===== src/rtl/hbm_traffic_write.sv =====
// hbm_traffic_write: AXI write traffic generator issuing strided bursts to one HBM pseudo-channel.
// Define HBM_WRITE_PATTERN_EN to send {burst, beat} indexed write data instead of zeros.
module hbm_traffic_write #(
    parameter int ENGINE_ID       = 0,
    parameter int ADDR_WIDTH      = 33,
    parameter int DATA_WIDTH      = 256,
    parameter int ID_WIDTH        = 5,
    parameter int MAX_OUTSTANDING = 8
) (
    input  logic                    clk,
    input  logic                    rst_n,
    input  logic                    start_write,
    input  logic [31:0]             write_ops,
    input  logic [31:0]             stride,
    input  logic [ADDR_WIDTH-1:0]   init_addr,
    input  logic [15:0]             mem_burst_size,
    output logic                    busy,
    output logic                    done,
    output logic [15:0]             err_cnt,
    output logic                    m_axi_AWVALID,
    input  logic                    m_axi_AWREADY,
    output logic [ADDR_WIDTH-1:0]   m_axi_AWADDR,
    output logic [ID_WIDTH-1:0]     m_axi_AWID,
    output logic [7:0]              m_axi_AWLEN,
    output logic [2:0]              m_axi_AWSIZE,
    output logic [1:0]              m_axi_AWBURST,
    output logic [1:0]              m_axi_AWLOCK,
    output logic [3:0]              m_axi_AWCACHE,
    output logic [2:0]              m_axi_AWPROT,
    output logic [3:0]              m_axi_AWQOS,
    output logic [3:0]              m_axi_AWREGION,
    output logic                    m_axi_WVALID,
    input  logic                    m_axi_WREADY,
    output logic [DATA_WIDTH-1:0]   m_axi_WDATA,
    output logic [DATA_WIDTH/8-1:0] m_axi_WSTRB,
    output logic                    m_axi_WLAST,
    output logic [ID_WIDTH-1:0]     m_axi_WID,
    input  logic                    m_axi_BVALID,
    input  logic [1:0]              m_axi_BRESP,
    input  logic [ID_WIDTH-1:0]     m_axi_BID,
    output logic                    m_axi_BREADY
);
    localparam int SHIFT = (DATA_WIDTH == 512) ? 6 : 5;
    typedef enum logic [1:0] {IDLE, RUN, DRAIN} state_t;
    state_t state, state_nx;
    logic [31:0] ops, stride_r, aw_cnt, w_cnt, b_cnt;
    logic [15:0] bsize;
    logic [7:0] beat;
    logic [ADDR_WIDTH-1:0] addr;
    logic launch, aw_hs, w_hs, b_hs;
    logic unused_ok;
    assign unused_ok = ^{init_addr[ADDR_WIDTH-1:28], m_axi_BID};
    assign m_axi_AWID     = '0;
    assign m_axi_WID      = '0;
    assign m_axi_AWSIZE   = (DATA_WIDTH == 512) ? 3'b110 : 3'b101;
    assign m_axi_AWBURST  = 2'b01;
    assign m_axi_AWLOCK   = 2'b00;
    assign m_axi_AWCACHE  = 4'h0;
    assign m_axi_AWPROT   = 3'b010;
    assign m_axi_AWQOS    = 4'h0;
    assign m_axi_AWREGION = 4'h0;
    assign m_axi_WSTRB    = '1;
    assign m_axi_BREADY   = 1'b1;
    assign m_axi_AWLEN    = 8'((bsize >> SHIFT) - 16'd1);
    assign m_axi_AWADDR   = addr;
`ifdef HBM_WRITE_PATTERN_EN
    assign m_axi_WDATA = {(DATA_WIDTH/32){w_cnt[15:0], 8'd0, beat}};
`else
    assign m_axi_WDATA = '0;
`endif
    // Outstanding window can only shrink while AWVALID waits, so AWVALID never drops unaccepted.
    assign m_axi_AWVALID = (state == RUN) && (aw_cnt < ops) && ((aw_cnt - b_cnt) < 32'(MAX_OUTSTANDING));
    assign m_axi_WVALID  = (state == RUN) && (w_cnt < aw_cnt);
    assign m_axi_WLAST   = m_axi_WVALID && (beat == m_axi_AWLEN);
    assign busy   = (state != IDLE);
    assign done   = (state == DRAIN) && (b_cnt == ops);
    assign launch = (state == IDLE) && start_write;
    assign aw_hs  = m_axi_AWVALID && m_axi_AWREADY;
    assign w_hs   = m_axi_WVALID && m_axi_WREADY;
    assign b_hs   = m_axi_BVALID && busy;
    always_comb begin
        state_nx = state;
        state_nx = launch ? RUN
                 : (state == RUN && aw_cnt == ops && w_cnt == ops) ? DRAIN
                 : done ? IDLE
                 : state;
    end
    always_ff @(posedge clk or negedge rst_n) begin
        if (!rst_n) begin
            state    <= IDLE;
            ops      <= '0;
            stride_r <= '0;
            bsize    <= '0;
            addr     <= '0;
            aw_cnt   <= '0;
            w_cnt    <= '0;
            b_cnt    <= '0;
            beat     <= '0;
            err_cnt  <= '0;
        end else begin
            state <= state_nx;
            if (launch) begin
                ops      <= write_ops;
                stride_r <= stride;
                bsize    <= mem_burst_size;
                addr     <= ADDR_WIDTH'({4'(ENGINE_ID), init_addr[27:0]});
                aw_cnt   <= '0;
                w_cnt    <= '0;
                b_cnt    <= '0;
                beat     <= '0;
                err_cnt  <= '0;
            end else begin
                if (aw_hs) begin
                    aw_cnt <= aw_cnt + 32'd1;
                    addr   <= addr + ADDR_WIDTH'(stride_r);
                end
                if (w_hs) begin
                    beat  <= m_axi_WLAST ? 8'd0 : beat + 8'd1;
                    w_cnt <= m_axi_WLAST ? w_cnt + 32'd1 : w_cnt;
                end
                if (b_hs) begin
                    b_cnt   <= b_cnt + 32'd1;
                    err_cnt <= (m_axi_BRESP != 2'b00 && err_cnt != 16'hFFFF) ? err_cnt + 16'd1 : err_cnt;
                end
            end
        end
    end
endmodule

===== config.mk =====
export PLATFORM = sky130hd
export DESIGN_NAME = hbm_traffic_write
export DESIGN_NICKNAME = d
export VERILOG_FILES = /design/src/rtl/hbm_traffic_write.sv
export SDC_FILE = /design/constraint.sdc
export NUM_CORES = 1
export LEC_CHECK = 0
export BUFFER_PORTS_ARGS = -buffer_cell sky130_fd_sc_hd__buf_2
export CAP_MARGIN = 20
export CORE_MARGIN = 3
export CORE_UTILIZATION = 31
export DETAILED_ROUTE_END_ITERATION = 12
export GPL_ROUTABILITY_DRIVEN = 0
export MAX_ROUTING_LAYER = met4
export SYNTH_ARGS = -nofsm -noshare
export SYNTH_HDL_FRONTEND = slang
export SYNTH_SLANG_ARGS = --single-unit

===== constraint.sdc =====
create_clock -name clk -period 4.15 [get_ports clk]
set_input_delay 0.83 -clock clk [delete_from_list [all_inputs] [get_ports clk]]
set_output_delay 0.83 -clock clk [all_outputs]
set_load 0.01 [all_outputs]

==> metrics.txt <==
vias in the first global route 15135; Period Utilization, post-route 112.4%; CTS Root Cell clkbuf_16; clock period minus final worst setup slack about 4700 ps; max-cap viol count 0; starting density of the core approximately a third; Main synth FF type dfrtp_1; number of remaining DRC errors 0; sequential share of the synthesized area 30.49%; Worst path max stage delay approximately 440 ps; Setup WS post-layout -514.3 ps; Slowest-stage cell, CP dfrtp_1; CP endpoint kind output pin; fraction of layout cells with a size suffix above 1 a little over a fifth; FF+latch count, synth around 230; outcome finished with violations; first-pass GRT wire length between 80000 and 90000 µm; Overflow after GRT 0; skew final roughly 27 ps; RSZ-0062 raised after global routing yes; Setup violations, final 59; cts bufs inserted 28; leakage 11.71 nW; Synth Cell Area around 19000 µm²; I/O pins 509; ys async rst share 100.0%; CP required ~3300 ps; Pwr Total between 5 and 6 mW; TritonRoute pass-1 iters 6; cells after synthesis 2290; Pwr Density 260.1 nW/µm²; Hold Crit Class input port to asynchronous set/reset pin; Peak Freq approximately 0.21 GHz; VDD IR max 0.2620 mV; Avg WL per Cell roughly 16 µm; via count of the routed design around 16000; Iteration-0 DRC Markers roughly 1100; R2R Path End aw_cnt[25]; maximum clock insertion buffer count 3; row count 89; library cells used by synthesis 71; CTS tree built; hold_buf cts 0; Final Slew Violations 0; via-per-instance ratio 4.609; clock slew at reported path FFs about 60 ps; CP cell instances ha_1 -> a21oi_1 -> o21bai_2 -> a2111oi_4 -> o21ai_2 -> buf_4 -> buf_4 -> buf_4 -> buf_4 -> buf_4 -> buf_4 -> buf_4 -> buf_4 -> a21oi_1 -> a211oi_1 -> nor4_4 -> buf_2; initial antenna violation count 11; CP delay by family, top buffers and inverters; Reg2Reg Depth 22; Syn Area/Cell about 8 µm²; WS Path Type flop to output pin; Slew @ Worst Pin 953.3 ps; worst skew pair latency 570 ps; failing checks setup timing; Rel. slew slack a little over a third; final hold violation count 0; area grow syn2layout 21.36%; number of synthesized flops with an enable pin 0; commonest non-fill, non-tap cells in the layout conb_1, nand2_1, buf_4, dfrtp_1, nor2_1; final WL about 56000 µm; H-Tree Depth 1; crit start category flop; clock sinks approximately 230; die area around 63000 µm²; Ys Warns 0; Core Area roughly 59000 µm²; hpwl dp ~43000 µm; # port buffers approximately 170; Post-Layout Cell Count roughly 3500; Final #Nets 2937; largest net degree at the start of global routing ~180; r2r setup slk -290 ps; # fillers 6182; placed cells roughly 3400; worst-path fanout max 3; most used cell, CP buf_4; WP data arrival about 3800 ps; commonest non-fill, non-tap cell in the layout conb_1; Total GRT Usage between 10% and 20%; FF-to-FF Start aw_cnt[16]; Die Y 251.2 µm; die span in x between 200 and 300 µm; final antenna-violating net count 0; Worst Path Buf+Inv 9
==> synth_stat cells (all sizes together), types with 5 or more instances <==
cell type / instances / area (µm²)
nor3: 56 / 280.3
nor3b: 6 / 45.04
inv: 134 / 503.0
nor4: 33 / 206.5
and2: 9 / 56.31
nand4: 45 / 281.5
xnor2: 124 / 1086
ha: 131 / 1639
and3: 27 / 168.9
nand3: 81 / 405.4
a311oi: 5 / 43.79
a31oi: 12 / 75.07
dfrtp: 227 / 5680
a31o: 7 / 61.31
o211ai: 15 / 112.6
nor4b: 6 / 58.80
mux2: 20 / 225.2
a21oi: 86 / 437.9
clkbuf: 55 / 206.5
nor2: 194 / 728.2
a21o: 60 / 450.4
o21a: 6 / 46.30
xor2: 71 / 621.9
or4: 12 / 90.09
a22o: 5 / 52.55
nand2: 307 / 1152
nor2b: 7 / 43.79
o2111ai: 5 / 43.79
o21ai: 115 / 579.3
o21bai: 13 / 97.59
nand2b: 12 / 75.07
a211oi: 8 / 60.06
buf: 329 / 2451
or3: 10 / 62.56
mux2i: 9 / 90.09
==> sequential cells by signal, summed over array words and instances (netlist names) <==
register      count
m_axi_AWADDR     33
aw_cnt           32
b_cnt            32
ops              32
stride_r         32
w_cnt            32
err_cnt          16
beat              8
bsize             8
state             2
==> what timing repair did <==
item,CTS,global route
gates resized for setup,78,62
gates cloned,0,2
pin swaps,46,23
endpoints found under the setup margin,2,68
buffers inserted,17,8
==> how the worst max path moves through the flow <==
| stage | start | cells past startpoint | slack [ps] | end |
|---|---|---|---|---|
| floorplan | b_cnt[18] | 12 | 40 | m_axi_AWVALID |
| global placement | ops[26] | 14 | -280 | m_axi_AWVALID |
| detailed placement | ops[26] | 14 | -320 | m_axi_AWVALID |
| CTS | aw_cnt[2] | 14 | -610 | m_axi_AWVALID |
| global route | aw_cnt[16] | 17 | -680 | m_axi_AWVALID |
| finish | aw_cnt[16] | 17 | -510 | m_axi_AWVALID |
==> routing by layer <==
metal	GRT usage [%]	wire [µm]	share of wire (%)
met1	22.60	25170	45
met2	26.91	25980	46
met3	4.314	3967	7.1
met4	3.050	1043	1.9
met5	-	0	0
==> report_power, final <==
| part | leakage (nW) | switching (mW) | internal [mW] | total (mW) |
|---|---|---|---|---|
| clock | 0.438 | 0.994 | 1.46 | 2.45 |
| combinational | 8.52 | 0.624 | 0.396 | 1.02 |
| sequential | 2.76 | 0.109 | 2.30 | 2.41 |
| total | 11.7 | 1.73 | 4.15 | 5.88 |
==> through the flow <==
step / setup WS, ps / util (%) / hold slack, ps / area (µm²) / setup TNS (ps)
3_5_place_dp: -324.0 / 35.11 / 469.0 / 20800 / -324.0
3_3_place_gp: -282.6 / 35.11 / 464.0 / 20800 / -282.6
5_1_grt: -677.0 / 38.17 / 281.5 / 22610 / -17750
6_report: -514.3 / 38.17 / 232.9 / 22610 / -7739
2_1_floorplan: 39.07 / - / 449.7 / 19840 / 0
4_1_cts: -612.8 / 37.53 / 256.1 / 22230 / -16860
==> worst register-to-register path, cell delays in order (launching register included) <==
cell,delay (ps)
dfrtp_1,440
ha_1,350
a21oi_1,250
o21bai_2,140
a2111oi_4,340
o21ai_2,140
buf_4,150
buf_4,120
buf_4,120
buf_4,120
buf_4,120
buf_4,120
buf_4,120
buf_4,120
a21oi_1,130
a211oi_1,100
nor4_1,200
nand4_1,170
buf_4,190
buf_4,180
buf_6,160
nor3_2,190
mux2_1,340
==> logic make-up (layout without fill, tap and decap cells) <==
kind of cell / after synthesis / after routing / synth area share (%)
compound gates: 364 / 364 / 12.32
xor+xnor: 195 / 195 / 9.167
fa+ha+maj: 132 / 132 / 8.905
buf+inv: 518 / 604 / 16.96
flops: 227 / 227 / 30.49
mux: 29 / 29 / 1.692
other cells: 2 / 332 / 0.04031
simple gates: 823 / 823 / 20.43
==> cell type report <==
cell class	count	area [µm²]	share of cell area, %
tap	773	967.2	4.277
antenna	11	27.53	0.1217
multi-input combinational	1864	11650	51.51
clock buffer	40	805.8	3.564
timing repair buffer	424	2888	12.77
sequential	227	5680	25.12
clock inverter	6	93.84	0.4150
inverter	134	503.0	2.224
No activity file was read; power rests on OpenSTA's default activity.
